--- config.mk ---
export PLATFORM = sky130hd
export DESIGN_NAME = compara_tiros_asteroides_multi
export DESIGN_NICKNAME = d
export VERILOG_FILES = /design/src/rtl/compara_tiros_asteroides_multi_pkg.sv /design/src/rtl/compara_tiros_asteroides_multi_detector.sv /design/src/rtl/compara_tiros_asteroides_multi.sv
export SDC_FILE = /design/constraint.sdc
export NUM_CORES = 1
export LEC_CHECK = 0
export BUFFER_PORTS_ARGS = -buffer_cell sky130_fd_sc_hd__buf_2
export CORE_MARGIN = 5
export CORE_UTILIZATION = 54
export DETAILED_ROUTE_END_ITERATION = 16
export PLACE_DENSITY = 0.87
export REMOVE_ABC_BUFFERS = 1
export SETUP_SLACK_MARGIN = 0.5
export SLEW_MARGIN = 25
export SYNTH_ARGS = -nofsm -noshare
export SYNTH_HDL_FRONTEND = slang
export SYNTH_SLANG_ARGS = --single-unit
--- constraint.sdc ---
create_clock -name clock -period 2.9 [get_ports clock]
set_input_delay 0.145 -clock clock [delete_from_list [all_inputs] [get_ports clock]]
set_output_delay 0.145 -clock clock [all_outputs]
set_load 0.05 [all_outputs]
--- src/rtl/compara_tiros_asteroides_multi_pkg.sv ---
// compara_pkg: sweep FSM states, default width constants and width helper functions
package compara_pkg;
  typedef enum logic [2:0] {
    OCIOSO      = 3'd0,
    LE_ASTE     = 3'd1,
    AVALIA_ASTE = 3'd2,
    LE_TIRO     = 3'd3,
    COMPARA     = 3'd4,
    DESTROI     = 3'd5,
    PROX_ASTE   = 3'd6,
    FIM         = 3'd7
  } estado_t;
  function automatic int aw_of(input int n);
    return n > 1 ? $clog2(n) : 1;
  endfunction
  function automatic int sat_of(input int w);
    return (1 << w) - 1;
  endfunction
  localparam int DEF_N_ASTE  = 8;
  localparam int DEF_N_TIROS = 8;
  localparam int DEF_HIT_W   = 4;
  localparam int ASTE_AW     = aw_of(DEF_N_ASTE);
  localparam int TIRO_AW     = aw_of(DEF_N_TIROS);
  localparam int HIT_SAT     = sat_of(DEF_HIT_W);
endpackage

--- src/rtl/compara_tiros_asteroides_multi_detector.sv ---
// detector_proximidade: hit when shot is loaded and within RAIO of the asteroid on both axes (aste_x/y, tiro_x/y, tiro_loaded -> hit)
module detector_proximidade #(
  parameter int COORD_W = 4,
  parameter int RAIO    = 0
) (
  input  logic [COORD_W-1:0] aste_x,
  input  logic [COORD_W-1:0] aste_y,
  input  logic [COORD_W-1:0] tiro_x,
  input  logic [COORD_W-1:0] tiro_y,
  input  logic               tiro_loaded,
  output logic               hit
);
  logic [COORD_W-1:0] dx, dy;
  always_comb begin
    dx  = aste_x >= tiro_x ? aste_x - tiro_x : tiro_x - aste_x;
    dy  = aste_y >= tiro_y ? aste_y - tiro_y : tiro_y - aste_y;
    hit = tiro_loaded && int'(dx) <= RAIO && int'(dy) <= RAIO;
  end
endmodule

--- src/rtl/compara_tiros_asteroides_multi.sv ---
// compara_tiros_asteroides_multi: shot-vs-asteroid sweep (iniciar -> scans memories via aste_/tiro_ ports, writes kills, reports fim/acertos)
module compara_tiros_asteroides_multi
  import compara_pkg::*;
#(
  parameter int N_ASTE  = 8,
  parameter int N_TIROS = 8,
  parameter int COORD_W = 4,
  parameter int RAIO    = 0,
  parameter int HIT_W   = 4
) (
  input  logic                        clock,
  input  logic                        reset,
  input  logic                        iniciar,
  output logic [aw_of(N_ASTE)-1:0]    aste_addr,
  input  logic [COORD_W-1:0]          aste_x,
  input  logic [COORD_W-1:0]          aste_y,
  input  logic                        aste_loaded,
  input  logic                        aste_destruido,
  output logic                        aste_we,
  output logic                        aste_wloaded,
  output logic                        aste_wdestruido,
  output logic [aw_of(N_TIROS)-1:0]   tiro_addr,
  input  logic [COORD_W-1:0]          tiro_x,
  input  logic [COORD_W-1:0]          tiro_y,
  input  logic                        tiro_loaded,
  output logic                        tiro_we,
  output logic                        tiro_wloaded,
  output logic                        ocupado,
  output logic                        fim,
  output logic [HIT_W-1:0]            acertos,
  output logic [3:0]                  db_estado
);
  localparam int AW = aw_of(N_ASTE);
  localparam int TW = aw_of(N_TIROS);
  localparam logic [AW-1:0] IA_LAST = AW'(N_ASTE - 1);
  localparam logic [TW-1:0] IT_LAST = TW'(N_TIROS - 1);
  estado_t estado;
  logic [AW-1:0] ia;
  logic [TW-1:0] it;
  logic hit;
  detector_proximidade #(.COORD_W(COORD_W), .RAIO(RAIO)) u_det (
    .aste_x(aste_x), .aste_y(aste_y), .tiro_x(tiro_x), .tiro_y(tiro_y),
    .tiro_loaded(tiro_loaded), .hit(hit)
  );
  // counters drive the memory addresses directly, so they stay put between counter steps
  assign aste_addr       = ia;
  assign tiro_addr       = it;
  assign aste_wloaded    = 1'b0;
  assign aste_wdestruido = 1'b1;
  assign tiro_wloaded    = 1'b0;
  assign db_estado       = {1'b0, estado};
  // strobes and fim are set on the transition into their state so they line up with it
  always_ff @(posedge clock or posedge reset)
    if (reset) begin
      estado  <= OCIOSO;
      ia      <= '0;
      it      <= '0;
      acertos <= '0;
      aste_we <= 1'b0;
      tiro_we <= 1'b0;
      fim     <= 1'b0;
      ocupado <= 1'b0;
    end else begin
      aste_we <= 1'b0;
      tiro_we <= 1'b0;
      fim     <= 1'b0;
      case (estado)
        OCIOSO: if (iniciar) begin
          estado  <= LE_ASTE;
          ia      <= '0;
          acertos <= '0;
          ocupado <= 1'b1;
        end
        LE_ASTE: estado <= AVALIA_ASTE;
        AVALIA_ASTE: if (aste_loaded && !aste_destruido) begin
          estado <= LE_TIRO;
          it     <= '0;
        end else estado <= PROX_ASTE;
        LE_TIRO: estado <= COMPARA;
        COMPARA: if (hit) begin
          estado  <= DESTROI;
          aste_we <= 1'b1;
          tiro_we <= 1'b1;
        end else if (it == IT_LAST) estado <= PROX_ASTE;
        else begin
          it     <= it + 1'b1;
          estado <= LE_TIRO;
        end
        DESTROI: begin
          acertos <= &acertos ? acertos : acertos + 1'b1;
          estado  <= PROX_ASTE;
        end
        PROX_ASTE: if (ia == IA_LAST) begin
          estado <= FIM;
          fim    <= 1'b1;
        end else begin
          ia     <= ia + 1'b1;
          estado <= LE_ASTE;
        end
        FIM: begin
          estado  <= OCIOSO;
          ocupado <= 1'b0;
        end
        default: estado <= OCIOSO;
      endcase
    end
endmodule

# After elaboration in Yosys (flattened, before gate mapping)
# Index checks and enable logic that the tools add are counted.
# Widths: inputs -> output; s select.
[word_totals]
regBits = 16
latch_bits = 0
mem_bits_rw = 0
romBits = 0
input_bits = 22
output_inout_bits = 21
wordCells = 71
mem_count = 0
[op_classes]
n_addsub = 7
mul = 0
n_div = 0
n_lt_le_gt_ge = 4
n_eq_ne = 15
shifts = 0
n_mux = 24
bitwise_logic = 0
n_reduce_logical = 14
[op_table]
columns = ["cell", "n"]
rows = [
  ["$mux 3", 10],
  ["$pmux 3 s8", 1],
  ["$eq 3x3->1 const B", 6],
  ["$mux 4", 4],
  ["$sub 4x4->4", 4],
  ["$ne 2x2->1 const B", 6],
  ["$pmux 3 s2", 2],
  ["$ge 4x4->1", 2],
  ["$le 4x1->1 const B", 2],
  ["$pmux 4 s2", 1],
  ["$reduce_and 4->1", 2],
  ["$reduce_bool 2->1", 4],
  ["$add 3x1->3 const B", 2],
  ["$eq 3x2->1 const B", 2],
  ["$reduce_and 3->1", 2],
  ["$mux 1", 5],
  ["$add 4x1->4 const B", 1],
  ["$eq 3x1->1 const B", 1],
  ["$logic_and 1x1->1", 3],
  ["$logic_not 3->1", 1],
  ["$pmux 1 s2", 1],
  ["$reduce_and 2->1", 1],
  ["$logic_not 1->1", 1],
]

# Depth between registers and ports, before layout
# Gate-level depths: netlist (run 1).
[logic_depth]
ltp_word = 7
ltp_mapped = 7
ltp_nobuf = 7

# By module
# Synthesis (run 1) repeated with hierarchy kept, for this count alone.
[hier_totals]
cells_unflattened = 145
area_unflattened_um2 = 1337.5
[by_module_without_submodules]
columns = ["mod", "instances", "cells_per_inst", "area_per_inst_um2", "seq_area_each_um2"]
rows = [
  ["compara_tiros_asteroides_multi", 1, 92, 953.4, 400.4],
  ["detector_proximidade", 1, 53, 384.1, 0.0],
]

# Worst setup path before layout (run 1)
# Ideal clock, no wire load.
[synth_timing]
path_type = "register to register"
startpoint = "register it[0] (netlist: tiro_addr[0])"
endpoint = "register it[0] (netlist: tiro_addr[0])"
setup_time_ns = 0.121
t_arrival_ns = 1.832
t_required_ns = 2.779
slack_ns = 0.947
stages_incl_launch_ff = 8
n_path_buf = 0
period_less_slack_ns = 1.953
path_cell_list = "dfrtp_1 ha_1 ha_1 inv_1 a22oi_1 or2_1 a41o_1 a22o_1"
[synth_via]
elab_chain_cells = 4
word_cells_on_any_way = 7
cone_classes = "1 x add/sub; 2 x eq/ne; 3 x mux; 1 x reduce/logical"
[synth_rtl]
columns = ["element", "line", "text"]
rows = [
  ["start, declared", "compara_tiros_asteroides_multi.sv:39", "logic [TW-1:0] it;"],
  ["start signal, assigned", "compara_tiros_asteroides_multi.sv:86", "it <= it + 1'b1;"],
  ["$add 3x1->3", "compara_tiros_asteroides_multi.sv:86", ""],
  ["$mux 3", "compara_tiros_asteroides_multi.sv:84", "end else if (it == IT_LAST) estado <= PROX_ASTE;"],
  ["$mux 3", "compara_tiros_asteroides_multi.sv:80", "COMPARA: if (hit) begin"],
  ["$pmux 3 s2", "compara_tiros_asteroides_multi.sv:67", "case (estado)"],
]
# Parallel ways exist; a longest one is shown, timed or not. The select of a mux whose other input is x is not followed.
# A chain may end at the register's enable or synchronous reset.

# Worst setup path in the final report (run 1)
# Ends and elaborated chain as after synthesis.

==> run metrics, run 1 <==
Power Density=around 900 nW/um^2; number of inserted diodes=0; Final Hold Viols=0; portion of the clock cycle consumed by the worst path in the final layout=between 60% and 70%; reported max-cap violation count=0; Placed Cells=204; # setup viols final=0; final standard cell count with taps included and fillers excluded=roughly 210; number of storage elements in the synthesis netlist=16; measured slew at the worst slew-check pin=0.617 ns; Netlist cell types=47; Post-DP Area=1520 sq um; HPWL after detailed placement=between 2000 and 2500 um; crit path launch type=flip-flop; data arrival time of the worst path=1.97 ns; outcome=completed; width of the die=roughly 60 um; GRT Overall Usage=between 10% and 20%; Slew Viols, Final=0; Worst IR Drop VDD=688 uV; number of top-level design ports=43; first-pass GRT wire length=4390 um; YS warnings=0; post-cts resize count=0; fraction of layout instances using a drive strength above 1=30.7%; height of the die=59.8 um; routability congestion estimate=0.772; proportion of synthesized chip area in sequential cells=29.9%; first-pass iteration count of the detailed router=4; worst clock skew on the final layout=0.0116 ns; Root Driver=sky130_fd_sc_hd__clkbuf_4; post-synth design cell area=1340 sq um; final WL=2720 um; post-layout instance area=approximately 1600 sq um; full die area=3570 sq um; total number of vias=1138; clock tree buffer depth=2; kind of end point of the critical path=flip-flop; layout overhead on the synthesized area=16.7%; total negative slack=0 ns; vias in the first global route=between 1k and 1.5k; routed via count divided by cell count=5.44; type of the worst setup path=reg2reg; critical path fanouts, max=5; final net count=around 220; proportion of power drawn by flip-flops and latches=32.3%; depth of the CTS H-tree=1; clock buffers created by TritonCTS=3; insertion delay of the later-clocked pin in the worst-skew pair=0.29 ns; detailed-route wire length per cell=~13 um; fmax=roughly 560 MHz; fill cell count=199; Data required, critical path=3.09 ns; reported net switching power=roughly 770 uW; total DRC errors in the routed layout=0; number of instances in the synthesized netlist=142; count of antenna-violating nets left after detailed routing=0; CTS tree=done; Comb power frac=between 50% and 60%; Post-synth top flop=sky130_fd_sc_hd__dfrtp_1; number of DRC markers in iteration 0=41; Avg Inst Size Synth=around 9.4 sq um; maximum number of pins on one net before global-route repair=17; tightest slew margin relative to the limit=58.8%; Clk pwr share=10.5%; antenna violations before repair=0; net switching fraction of the power=a little over half; ys async rst share=100%; Static Leakage=about 0.86 nW; number of standard-cell rows in the floorplan=18; number of synthesized flops with an enable pin=0; floorplan core area=around 2400 sq um; cell-internal power=about 640 uW; number of I/O port buffers=38; CTS clk-pin slew, worst paths=about 0.10 ns; setup slack of the critical path after layout=1.12 ns; grt total ovfl=0; RSZ-0062 raised after global routing=false; initial core utilization=55.0%; worst slack at placement=1.14 ns; min Tclk post-route=about 1.8 ns; type of the most critical hold path=in2reg; number of clock sinks=16
power by group through the flow:
stage | Sequential, mW | Combinational, mW | Clock (mW)
after global routing | 0.472 | 0.864 | 0.165
final | 0.456 | 0.805 | 0.148
after global placement | 0.445 | 0.776 | 0
after floorplan | 0.722 | 0.339 | 0
after detailed placement | 0.456 | 0.805 | 0
after CTS | 0.452 | 0.813 | 0.151
layout make-up:
cell class | instances | area, sq um | area share (%)
Tap cell | 30 | 37.5 | 2.40
Sequential cell | 16 | 400 | 25.6
Timing Repair Buffer | 39 | 200 | 12.8
Inverter | 21 | 78.8 | 5.05
Multi-Input combinational cell | 99 | 808 | 51.8
Clock buffer | 4 | 36.3 | 2.32
stage by stage:
step	util (%)	hold slack [ns]	total power [mW]
CTS	64.2	0.102	1.42
floorplan	-	0.0587	1.06
finish	64.2	0.0952	1.41
global placement	62.3	0.231	1.22
detailed placement	62.3	0.255	1.26
global route	64.2	0.102	1.50
repair_timing:
item                                   4_1_cts  5_1_grt
buffers inserted                             0        0
endpoints found under the hold margin       16        0
hold buffers                                 1        0
synthesized netlist by cell type, types with 2 or more instances:
master                     number  area share [%]
sky130_fd_sc_hd__a32o_1         2             1.5
sky130_fd_sc_hd__xor2_1         2             1.3
sky130_fd_sc_hd__and3_1         2            0.94
sky130_fd_sc_hd__inv_1         21             5.9
sky130_fd_sc_hd__nor2b_1        2            0.94
sky130_fd_sc_hd__buf_4          5             2.8
sky130_fd_sc_hd__nor3_1         4             1.5
sky130_fd_sc_hd__ha_1          19              18
sky130_fd_sc_hd__conb_1         2            0.56
sky130_fd_sc_hd__nor3b_2        2             1.9
sky130_fd_sc_hd__a21oi_1        3             1.1
sky130_fd_sc_hd__nand2_1       10             2.8
sky130_fd_sc_hd__nor2b_2        2             1.3
sky130_fd_sc_hd__mux2i_1        2             1.5
sky130_fd_sc_hd__a22o_1         3             2.0
sky130_fd_sc_hd__nor2_1         8             2.2
sky130_fd_sc_hd__dfrtp_1       16              30
sky130_fd_sc_hd__nand2b_1       3             1.4
sky130_fd_sc_hd__o21ai_0        6             2.2
worst paths after layout:
kind | from | end | slack (ns) | cells past startpoint
setup / recovery | tiro_addr[0] | tiro_addr[0] | 1.12 | 7
hold / removal | iniciar | estado[0] | 0.1 | 3
setup reg to reg | tiro_addr[0] | tiro_addr[0] | 1.12 | 7
hold reg to reg | ocupado | ocupado | 0.52 | 2
max in group asynchronous | reset | aste_addr[2] | 2.03 | 3
min in group asynchronous | reset | ocupado | 0.45 | 3
logic make-up after synthesis:
| kind of cell | synth area share, % |
|---|---|
| compound gates | 18.3 |
| xor+xnor | 1.31 |
| fa+ha+maj | 17.8 |
| buf+inv | 10.2 |
| flops | 29.9 |
| mux | 2.34 |
| other cells | 0.561 |
| simple gates | 19.6 |
flip-flops by register name (all words and copies together), names as in the netlist:
register,flops
estado,3
tiro_we,1
ocupado,1
aste_addr,3
fim,1
acertos,4
tiro_addr,3
routing by layer:
| layer | up-vias | part of all wire (%) | routed length (um) | GRT usage (%) |
|---|---|---|---|---|
| met5 | - | 0 | 0 | 0 |
| met4 | 0 | 1.2 | 32 | 3.48 |
| met3 | 4 | 5.6 | 153 | 4.10 |
| met2 | 24 | 55 | 1490 | 31.0 |
| met1 | 550 | 39 | 1050 | 15.6 |
| li1 | 560 | - | - | - |
layout by cell type, fill, tap and decap left out, types with 2 or more instances in the layout:
| cell | Yosys | layout |
|---|---|---|
| sky130_fd_sc_hd__mux2i_1 | 2 | 2 |
| sky130_fd_sc_hd__dfrtp_1 | 16 | 16 |
| sky130_fd_sc_hd__a32o_1 | 2 | 2 |
| sky130_fd_sc_hd__nor2_1 | 8 | 8 |
| sky130_fd_sc_hd__clkbuf_4 | 0 | 3 |
| sky130_fd_sc_hd__xor2_1 | 2 | 2 |
| sky130_fd_sc_hd__ha_1 | 19 | 19 |
| sky130_fd_sc_hd__a21oi_1 | 3 | 3 |
| sky130_fd_sc_hd__o21ai_0 | 6 | 6 |
| sky130_fd_sc_hd__nor2b_2 | 2 | 2 |
| sky130_fd_sc_hd__nor3_1 | 4 | 4 |
| sky130_fd_sc_hd__and3_1 | 2 | 2 |
| sky130_fd_sc_hd__inv_1 | 21 | 21 |
| sky130_fd_sc_hd__nor2b_1 | 2 | 2 |
| sky130_fd_sc_hd__buf_2 | 1 | 38 |
| sky130_fd_sc_hd__nor3b_2 | 2 | 2 |
| sky130_fd_sc_hd__a22o_1 | 3 | 3 |
| sky130_fd_sc_hd__conb_1 | 2 | 4 |
| sky130_fd_sc_hd__nand2b_1 | 3 | 3 |
| sky130_fd_sc_hd__nand2_1 | 10 | 10 |
worst max-delay path, cell delays in order (launching register included):
cell and delay [ns]:
sky130_fd_sc_hd__dfrtp_1 0.42, sky130_fd_sc_hd__ha_1 0.21, sky130_fd_sc_hd__ha_1 0.23, sky130_fd_sc_hd__inv_1 0.08, sky130_fd_sc_hd__a22oi_1 0.06, sky130_fd_sc_hd__or2_1 0.23
sky130_fd_sc_hd__a41o_1 0.23, sky130_fd_sc_hd__a22o_1 0.23
No activity file was read; power rests on OpenSTA's default activity.
==> run 2, diff against run 1 <==
--- a/config.mk
+++ b/config.mk
@@ -7,9 +7,9 @@
 export LEC_CHECK = 0
 export BUFFER_PORTS_ARGS = -buffer_cell sky130_fd_sc_hd__buf_2
 export CORE_MARGIN = 5
-export CORE_UTILIZATION = 54
+export CORE_UTILIZATION = 51
 export DETAILED_ROUTE_END_ITERATION = 16
-export PLACE_DENSITY = 0.87
+export PLACE_DENSITY = 0.83
 export REMOVE_ABC_BUFFERS = 1
 export SETUP_SLACK_MARGIN = 0.5
 export SLEW_MARGIN = 25
==> constraint.sdc (replaced) <==
create_clock -name clock -period 1.7 [get_ports clock]
set_input_delay 0.085 -clock clock [delete_from_list [all_inputs] [get_ports clock]]
set_output_delay 0.085 -clock clock [all_outputs]
set_load 0.05 [all_outputs]
==> run 2 against run 1 <==
Against the previous run: via count is 11% higher; register-to-register slack got worse by 1.1 ns; wire length up 29%; combinational power grew to 2.5 times the previous value; sequential share of layout area fell by 4.5 points; design area rose by 22%.
==> run metrics, run 2 (synthesis gave the netlist of run 1 again) <==
HPWL after detailed placement=2400 um (was 2210 um); floorplan core area=2500 sq um (was 2430 sq um); routability congestion estimate=0.829 (was 0.772); first-pass iteration count of the detailed router=4 (unchanged); number of inserted diodes=0 (unchanged); clock buffers created by TritonCTS=3 (unchanged); met3 Use GR=1.47% (was 4.10%); commonest cells after routing, fill and taps aside=34 x sky130_fd_sc_hd__buf_2, 19 x sky130_fd_sc_hd__inv_1, 15 x sky130_fd_sc_hd__dfrtp_1 (was 38 x sky130_fd_sc_hd__buf_2, 21 x sky130_fd_sc_hd__inv_1, 19 x sky130_fd_sc_hd__ha_1); full die area=3750 sq um (was 3570 sq um); total DRC errors in the routed layout=0 (unchanged); portion of the clock cycle consumed by the worst path in the final layout=99.9% (was 61.4%); final net count=240 (was 221); maximum number of pins on one net before global-route repair=17 (unchanged); Final Hold Viols=0 (unchanged); number of top-level design ports=43 (unchanged); first-pass GRT wire length=5570 um (was 4390 um); # setup viols final=0 (unchanged); met2 global-route usage=35.0% (was 31.0%); routed via count divided by cell count=5.56 (was 5.44); number of standard-cell rows in the floorplan=18 (unchanged); outcome=completed (unchanged); number of flip-flops under the largest register name=4 (unchanged); Data required, critical path=1.90 ns (was 3.09 ns); initial core utilization=53.5% (was 55.0%); vias in the first global route=1318 (was 1124); count of antenna-violating nets left after detailed routing=0 (unchanged); layout overhead on the synthesized area=42.2% (was 16.7%); Post-DP Area=1560 sq um (was 1520 sq um); final standard cell count with taps included and fillers excluded=228 (was 209); min Tclk post-route=1.70 ns (was 1.78 ns); data arrival time of the worst path=1.90 ns (was 1.97 ns); total power after layout=3.02 mW (was 1.41 mW); height of the die=61.2 um (was 59.8 um); critical path fanouts, max=3 (was 5); CTS clk-pin slew, worst paths=0.10 ns (about the same); total number of vias=1268 (was 1138); Largest Register=acertos (unchanged); RSZ-0062 raised after global routing=true (was false); depth of the CTS H-tree=1 (unchanged); Static Leakage=0.989 nW (was 0.860 nW); crit path launch type=flip-flop (unchanged); most frequent standard cell in the layout excluding fill and tap cells=sky130_fd_sc_hd__buf_2 (unchanged); met1 capacity usage during global routing=24.2% (was 15.6%); clock tree buffer depth=2 (unchanged); fmax=589 MHz (was 562 MHz); number of clock sinks=16 (unchanged); number of DRC markers in iteration 0=48 (was 41); Placed Cells=210 (was 204); number of I/O port buffers=38 (unchanged); insertion delay of the later-clocked pin in the worst-skew pair=0.30 ns (was 0.29 ns); Worst IR Drop VDD=1280 uV (was 688 uV); type of the worst setup path=reg2reg (unchanged); CTS tree=done (unchanged); antenna violations before repair=0 (unchanged); kind of end point of the critical path=flip-flop (unchanged); post-layout instance area=1900 sq um (was 1560 sq um); grt total ovfl=0 (unchanged); fraction of layout instances using a drive strength above 1=49.5% (was 30.7%); Power Density=1590 nW/um^2 (was 902 nW/um^2); tightest slew margin relative to the limit=58.6% (was 58.8%); width of the die=61.2 um (was 59.8 um); worst clock skew on the final layout=0.00588 ns (was 0.0116 ns); measured slew at the worst slew-check pin=0.620 ns (was 0.617 ns); detailed-route wire length per cell=15.4 um (was 13.0 um); Root Driver=sky130_fd_sc_hd__clkbuf_4 (unchanged); type of the most critical hold path=in2reg (unchanged); reported max-cap violation count=0 (unchanged); final WL=3500 um (was 2720 um); GRT Overall Usage=19.6% (was 15.5%); GR peak layer=met2 (unchanged); Slew Viols, Final=0 (unchanged)
## run 2: repair_timing
item                                    4_1_cts  5_1_grt
setup buffers                                12        1
hold buffers                                  1        0
gates cloned                                  0        0
endpoints found under the hold margin        16        0
endpoints found under the setup margin       15       19
gates resized for setup                      29       23
pin swaps                                    19       10
## run 2: through the flow
step	utilization [%]	TNS (ns)	hold WS, ns	setup WS [ns]
global route	76.1	-0.0488	0.0866	-0.0179
detailed placement	62.4	-0.00270	0.185	-0.00270
floorplan	-	-1.07	-0.00126	-0.266
CTS	72.2	0	0.0599	0.0629
global placement	62.4	0	0.172	0.0845
finish	76.1	0	0.0612	0.00178
## run 2: path summary, 6_finish.rpt
| kind | start | end | slack, ns | cells past startpoint |
|---|---|---|---|---|
| max in group asynchronous | reset | estado[1] | 0.88 | 3 |
| min reg2reg | ocupado | ocupado | 0.53 | 2 |
| max reg2reg | tiro_addr[1] | tiro_addr[1] | 0.002 | 7 |
| min in group asynchronous | reset | aste_addr[0] | 0.39 | 3 |
| min | iniciar | estado[0] | 0.06 | 3 |
| max | tiro_addr[1] | tiro_addr[1] | 0.002 | 7 |
## run 2: critical path, stage by stage, from the launching register on
cell	delay [ns]
sky130_fd_sc_hd__dfrtp_1	0.42
sky130_fd_sc_hd__ha_2	0.21
sky130_fd_sc_hd__ha_4	0.17
sky130_fd_sc_hd__inv_2	0.05
sky130_fd_sc_hd__a22oi_2	0.04
sky130_fd_sc_hd__or2_1	0.23
sky130_fd_sc_hd__a41o_1	0.25
sky130_fd_sc_hd__a32o_2	0.24
## run 2: where the power goes
group          internal [mW]  switching [mW]  total (mW)
clock network          0.131           0.135       0.265
registers              0.528           0.178       0.706
logic                  0.830            1.22        2.05
total                   1.49            1.54        3.02
## run 2: layer usage
| metal | wire, um | part of all wire [%] |
|---|---|---|
| met5 | 0 | 0 |
| met4 | 71 | 2.0 |
| met3 | 153 | 4.4 |
| met2 | 1860 | 53 |
| met1 | 1420 | 40 |
## run 2: cell type report
| class | count | area, sq um |
|---|---|---|
| sequential | 16 | 402 |
| multi-input combinational | 99 | 953 |
| clock buffer | 4 | 36.3 |
| timing repair buffer | 58 | 394 |
| fill | 151 | 598 |
| tap | 30 | 37.5 |
| inverter | 21 | 78.8 |
